File: src/rtl/demux_stream.sv
// Registered 1-to-N valid/ready stream demultiplexer with broadcast mode,
// a one-entry output buffer per channel and a saturating drop counter.
module demux_stream #(
    parameter int DATA_W = 8,
    parameter int N_CH   = 4,
    parameter int CNT_W  = 8,
    localparam int SEL_W = (N_CH == 1) ? 1 : $clog2(N_CH)
) (
    input  logic                     clk,
    input  logic                     rst_n,
    input  logic                     in_valid,
    output logic                     in_ready,
    input  logic [DATA_W-1:0]        in_data,
    input  logic [SEL_W-1:0]         in_sel,
    input  logic                     in_bcast,
    input  logic [N_CH-1:0]          chan_en,
    output logic [N_CH-1:0]          out_valid,
    input  logic [N_CH-1:0]          out_ready,
    output logic [N_CH*DATA_W-1:0]   out_data,
    output logic [CNT_W-1:0]         drop_cnt
);

    localparam logic [SEL_W:0] N_CH_L = (SEL_W + 1)'(N_CH);

    logic [N_CH-1:0]   buf_valid_q, buf_valid_d;
    logic [DATA_W-1:0] buf_data_q [N_CH];
    logic [DATA_W-1:0] buf_data_d [N_CH];
    logic [CNT_W-1:0]  drop_cnt_q, drop_cnt_d;

    logic [N_CH-1:0] tgt;
    logic [N_CH-1:0] free;
    logic            sel_ok;
    logic            accept;

    // A beat is accepted only when every targeted channel can take it,
    // which makes broadcast all-or-nothing.
    always_comb begin
        sel_ok = ({1'b0, in_sel} < N_CH_L);
        for (int k = 0; k < N_CH; k++) begin
            free[k] = !buf_valid_q[k] || out_ready[k];
            tgt[k]  = chan_en[k] && (in_bcast || (sel_ok && (in_sel == SEL_W'(k))));
        end
        in_ready = &(free | ~tgt);
        accept   = in_valid && in_ready;
    end

    always_comb begin
        buf_valid_d = buf_valid_q;
        buf_data_d  = buf_data_q;
        drop_cnt_d  = drop_cnt_q;
        for (int k = 0; k < N_CH; k++) begin
            if (accept && tgt[k]) begin
                buf_valid_d[k] = 1'b1;
                buf_data_d[k]  = in_data;
            end else if (buf_valid_q[k] && out_ready[k]) begin
                buf_valid_d[k] = 1'b0;
            end
        end
        if (accept && (tgt == '0) && (drop_cnt_q != '1)) begin
            drop_cnt_d = drop_cnt_q + 1'b1;
        end
    end

    always_ff @(posedge clk or negedge rst_n) begin
        if (!rst_n) begin
            buf_valid_q <= '0;
            drop_cnt_q  <= '0;
            for (int k = 0; k < N_CH; k++) begin
                buf_data_q[k] <= '0;
            end
        end else begin
            buf_valid_q <= buf_valid_d;
            drop_cnt_q  <= drop_cnt_d;
            for (int k = 0; k < N_CH; k++) begin
                buf_data_q[k] <= buf_data_d[k];
            end
        end
    end

    always_comb begin
        out_valid = buf_valid_q;
        drop_cnt  = drop_cnt_q;
        for (int k = 0; k < N_CH; k++) begin
            out_data[k*DATA_W +: DATA_W] = buf_data_q[k];
        end
    end

endmodule

File: config.mk
export PLATFORM = sky130hd
export DESIGN_NAME = demux_stream
export DESIGN_NICKNAME = d
export VERILOG_FILES = /design/src/rtl/demux_stream.sv
export SDC_FILE = /design/constraint.sdc
export NUM_CORES = 1
export LEC_CHECK = 0
export BUFFER_PORTS_ARGS = -buffer_cell sky130_fd_sc_hd__buf_2
export CORE_ASPECT_RATIO = 1.75
export CORE_MARGIN = 4
export CORE_UTILIZATION = 40
export CTS_BUF_LIST = sky130_fd_sc_hd__clkbuf_16
export DETAILED_ROUTE_END_ITERATION = 7
export GPL_TIMING_DRIVEN = 0
export HOLD_SLACK_MARGIN = 0.08
export PLACE_DENSITY = 0.75
export SKIP_LAST_GASP = 1
export SYNTH_ARGS = -nofsm -noshare
export SYNTH_HDL_FRONTEND = slang
export SYNTH_SLANG_ARGS = --single-unit
File: constraint.sdc
create_clock -name clk -period 2.7 [get_ports clk]
set_input_delay 0.135 -clock clk [delete_from_list [all_inputs] [get_ports clk]]
set_output_delay 0.135 -clock clk [all_outputs]
set_load 0.01 [all_outputs]
# After elaboration in Yosys (flattened, before gate mapping)
# Index checks and enable logic that the tools add are counted.
dict set report totals {
  reg_bits 44
  inputBits 22
  out_inout_bits 45
  word_cells 58
}
dict set report classes {
  n_addsub 1
  n_eq_ne 4
  n_mux 8
  bitwise_logic 2
  reduce_logical 34
}
# op count
set ops {}
lappend ops {{$logic_and A1 B1 Y1} 15}
lappend ops {{$add A8 B1 Y8 const B} 1}
lappend ops {{$logic_or A1 B1 Y1} 8}
lappend ops {{$mux W1} 8}
lappend ops {{$ne A8 B8 Y1 const B} 1}
lappend ops {{$reduce_bool A2 Y1} 4}
lappend ops {{$eq A2 B2 Y1 const B} 2}
lappend ops {{$logic_not A1 Y1} 4}
lappend ops {{$logic_not A4 Y1} 1}
lappend ops {{$not A4 Y4} 1}
lappend ops {{$or A4 B4 Y4} 1}
lappend ops {{$reduce_and A4 Y1} 1}
lappend ops {{$eq A2 B1 Y1 const B} 1}
lappend ops {{$logic_not A2 Y1} 1}

# Depth between registers and ports, before layout
dict set report logic_depth {
  word_depth 9
  ltp_mapped 7
  depth_no_buf 6
}

# Worst setup path after synthesis
# OpenSTA, ideal clock, no wires.
dict set report synth_timing {
  path_type {register -> register}
  start {register buf_valid_q[0], in the netlist out_valid[0]}
  end {register buf_data_q, in the netlist out_data[16]}
  setup_ns 0.125
  t_arrival_ns 1.626
  required_time_ns 2.575
  path_slack_ns 0.949
  stages_incl_launch_ff 6
  path_buffers 1
  synth_period_minus_slack_ns 1.751
  path_cell_list {dfrtp_1 > nand2b_1 > o22ai_4 > or4_4 > buf_6 > mux2_4}
}
dict set report synth_via {
  elab_chain_len 6
}
# element line
set synth_lines {}
lappend synth_lines {{from (decl)} 25} ;# logic [N_CH-1:0] buf_valid_q, buf_valid_d;
lappend synth_lines {{from (signal assigned)} 72} ;# buf_valid_q <= buf_valid_d;
lappend synth_lines {{$logic_not A1 Y1} 40} ;# free[k] = !buf_valid_q[k] || out_ready[k];
lappend synth_lines {{$logic_or A1 B1 Y1} 40}
lappend synth_lines {{$or A4 B4 Y4} 43} ;# in_ready = &(free | ~tgt);
lappend synth_lines {{$reduce_and A4 Y1} 43}
lappend synth_lines {{$logic_and A1 B1 Y1} 44} ;# accept = in_valid && in_ready;
lappend synth_lines {{$logic_and A1 B1 Y1} 52} ;# if (accept && tgt[k]) begin
lappend synth_lines {{to (signal, indexed assignment)} 75} ;# buf_data_q[k] <= buf_data_d[k];
lappend synth_lines {{to (decl)} 26} ;# logic [DATA_W-1:0] buf_data_q [N_CH];
# Every way passes these cells.
# A chain may end at the register's enable or synchronous reset.

# Final worst setup path
dict set report layout_timing {
  start {register buf_valid_q[2], in the netlist out_valid[2]}
  end {register buf_data_q, in the netlist out_data[1]}
}
# Same word-level chain as after synthesis.

==> results.md <==
- DIE HEIGHT: 99.7 um
- Post-DP HPWL: 3090 um
- Critical Path RT: about 2900 ps
- Fin worst setup slack: 744 ps
- Setup TNS: 0 ps
- Antenna Diode Count: 0
- Final Cycle Share: 72.4%
- Slew headroom: 36.9%
- Post-CTS resize count: 0
- I/O Buffers: 66
- Post-Route WL: roughly 4100 um
- Max VDD drop: 0.513 mV
- NetSw: slightly below 0.0006 W
- Slowest CP cell: nor3_2
- Layout cells sized above 1: 57.2%
- Hold path cells: 4
- Area Overhead vs Synth: 28.1%
- Startpoint Class: flip-flop
- CTS Hold Bufs: 1
- WL/cell: 15.9 um
- TritonCTS clock tree: yes
- Postcts setup bufs: 0
- Crit path max-delay family: simple AND/OR/NAND/NOR gates
- Average size of a mapped cell: 14.3 um2
- CTS H-tree lvls: 2
- Synthesized flop and latch total: 44
- Grt total ovfl: 0
- Remaining antenna violation count after routing: 0
- PwrDens: 816 nW/um2
- Syn_nets: 157
- WS Path Type: flip-flop to flip-flop
- Fin nets: 231
- Cells after Synth: 134
- Clock power frac: 27.5%
- Crit path DAT: 2110 ps
- Vias: around 1300
- Row count: 33
- I/O pin cnt: 67
- Post-Syn Area: around 1900 um2
- Clk_lat worst skew: 270 ps
- # setup viols final: 0
- Sw Ratio: 29.1%
- CTS root buf: clkbuf_16
- Post-synthesis sequential area ratio: 57.3%
- Pin count of the biggest net entering global routing: 45
- Setup WS pre-CTS: 558 ps
- Gpl congestion: 0.741
- RSZ-0062 raised after global routing: no
- Die ar.: 6020 um2
- Post-synth cell types: 33
- Clock skew: 2.14 ps
- Drt drc: 0
- Critical path endpoint category: flip-flop
- Final hold violations: 0
- Status: finished, final reports clean
- Buf/Inv on CP: 0
- Max Transition Viols Final: 0
- Core area: 4670 um2
- Worst slew pin tran: between 900 and 1000 ps
- Finished Layout Cells: 260
- R2R depth: 4
- LEAKAGE: 1.21 nW
- Initial Utilization: 41.2%
- Seq pwr share: 45.8%
- Max-cap violations: 0
- Hold/Removal Path Class: input pin to flip-flop
- First-pass GRT wire length: 6260 um
- Int Pwr: 0.00143 W
- Main synth FF type: dfrtp_1
- Drt pass-1 iters: 4
- Vias in the first global route: 1264
- Worst-path clk slew: approximately 60 ps
- DR iter-0 viols: 54
- Fmax: 511 MHz
- Initial antenna violation count: 0
- CTS buffer count: 5
- Placed cells: 252
- Routed vias/inst: 5.11
- GRT Total Usage: 14.2%
- Post-synth EDFFs: 0
- CP max stage delay: 670 ps
- Critical path, cell by cell: o2111ai_1 -> nand3_1 -> nor3_2 -> mux2_2
- Max Buffers Root-to-Sink: 2
- Yosys warns: 0
- Post-synth ARST share: 100%
- Total clock sinks: 44
- Final min period: 1960 ps
- Comb power frac: 26.6%
- CP Depth: 4
- Critical Path Fanout Max: 8
- Die extent in x: 60.4 um
-- power groups by stage --
| stage | sequential [W] | clock, W | combinational, W |
|---|---|---|---|
| floorplan | 0.00100 | 0 | 0.000220 |
| global placement | 0.000930 | 0 | 0.000531 |
| detailed placement | 0.000933 | 0 | 0.000545 |
| CTS | 0.000922 | 0.000569 | 0.000547 |
| global route | 0.000938 | 0.000598 | 0.000580 |
| finish | 0.000921 | 0.000553 | 0.000535 |
-- cells by family after synthesis --
group / Yosys count / synth area share, %
adders and majority gates: 1 / 0.651
muxes: 35 / 22.1
DFF: 44 / 57.3
xor gates and xnor gates: 6 / 2.73
AOI/OAI and AO/OA: 10 / 5.21
buffers and inverters: 5 / 1.43
and+or+nand+nor: 33 / 10.6
-- cell type report --
cell class	count	area, um2
Inverter	3	11.3
Buffer	2	16.3
Fill cell	417	2200
Clock buffer	5	125
Timing Repair Buffer	67	340
Tap cell	52	65.1
Sequential cell	44	1100
Clock inverter	2	8.76
Multi-Input combinational cell	85	793
-- flip-flops by register name, indices dropped and copies added (netlist names) --
register   count
out_data      32
drop_cnt       8
out_valid      4
-- cell usage after synthesis (all sizes together) (3+ instances only) --
library cell,n,share of area [%]
nand2b,3,0.98
xnor2,5,2.3
o21ai,3,1.6
nand2,10,2.0
dfrtp,44,57
nand4,4,1.3
inv,3,0.59
nor3,4,2.1
mux2,35,22
-- layer usage --
| metal | routed length (um) | part of all wire (%) | up-vias | track usage [%] |
|---|---|---|---|---|
| li1 | - | - | 626 | - |
| met1 | 1540 | 37 | 644 | 15.2 |
| met2 | 2190 | 53 | 49 | 25.0 |
| met3 | 258 | 6.3 | 10 | 2.60 |
| met4 | 145 | 3.5 | 0 | 7.85 |
| met5 | 0 | 0 | - | 0 |
-- worst reg2reg max path, stage by stage, from the launching register on --
cell	delay (ps)
dfrtp_1	390
o2111ai_1	100
nand3_1	270
nor3_2	670
mux2_2	410
-- worst paths after layout --
check,startpoint,slack (ps),to
min,out_ready[2],120,out_valid[2]$_DFFE_PN0P_
min in group asynchronous,rst_n,550,drop_cnt[5]$_DFFE_PN0P_
max,out_valid[2]$_DFFE_PN0P_,740,out_data[1]$_DFFE_PN0P_
max reg2reg,out_valid[2]$_DFFE_PN0P_,740,out_data[1]$_DFFE_PN0P_
max in group asynchronous,rst_n,1560,out_data[29]$_DFFE_PN0P_
min reg2reg,out_data[31]$_DFFE_PN0P_,500,out_data[31]$_DFFE_PN0P_
-- stage by stage --
stage               area [um2]  total power, W  utilization [%]  hold WS (ps)
floorplan                 1920         0.00122                -          -161
global placement          2320         0.00146             49.7           330
detailed placement        2320         0.00148             49.7           344
CTS                       2460         0.00204             52.7           117
global route              2460         0.00212             52.7           130
finish                    2460         0.00201             52.7           124
-- cell usage in the layout, fill, tap and decap left out, drive strengths merged --
cell type | Yosys | routed
buf | 2 | 68
dfrtp | 44 | 44
mux2 | 35 | 35
nand2 | 10 | 10
xnor2 | 5 | 5
clkbuf | 0 | 5
inv | 3 | 4
nand4 | 4 | 4
nor3 | 4 | 4
nand2b | 3 | 3
o21ai | 3 | 3
nor2 | 2 | 2
nand3 | 2 | 2
and3 | 2 | 2
o31ai | 2 | 2
nor2b | 2 | 2
a21o | 2 | 2
o22ai | 1 | 1
o2111ai | 1 | 1
or4 | 1 | 1
or3 | 1 | 1
a221o | 1 | 1
nor4 | 1 | 1
and4bb | 1 | 1
xor2 | 1 | 1
ha | 1 | 1
clkinv | 0 | 1
dlygate4sd3 | 0 | 1
Power figures use the tool's default switching activity.
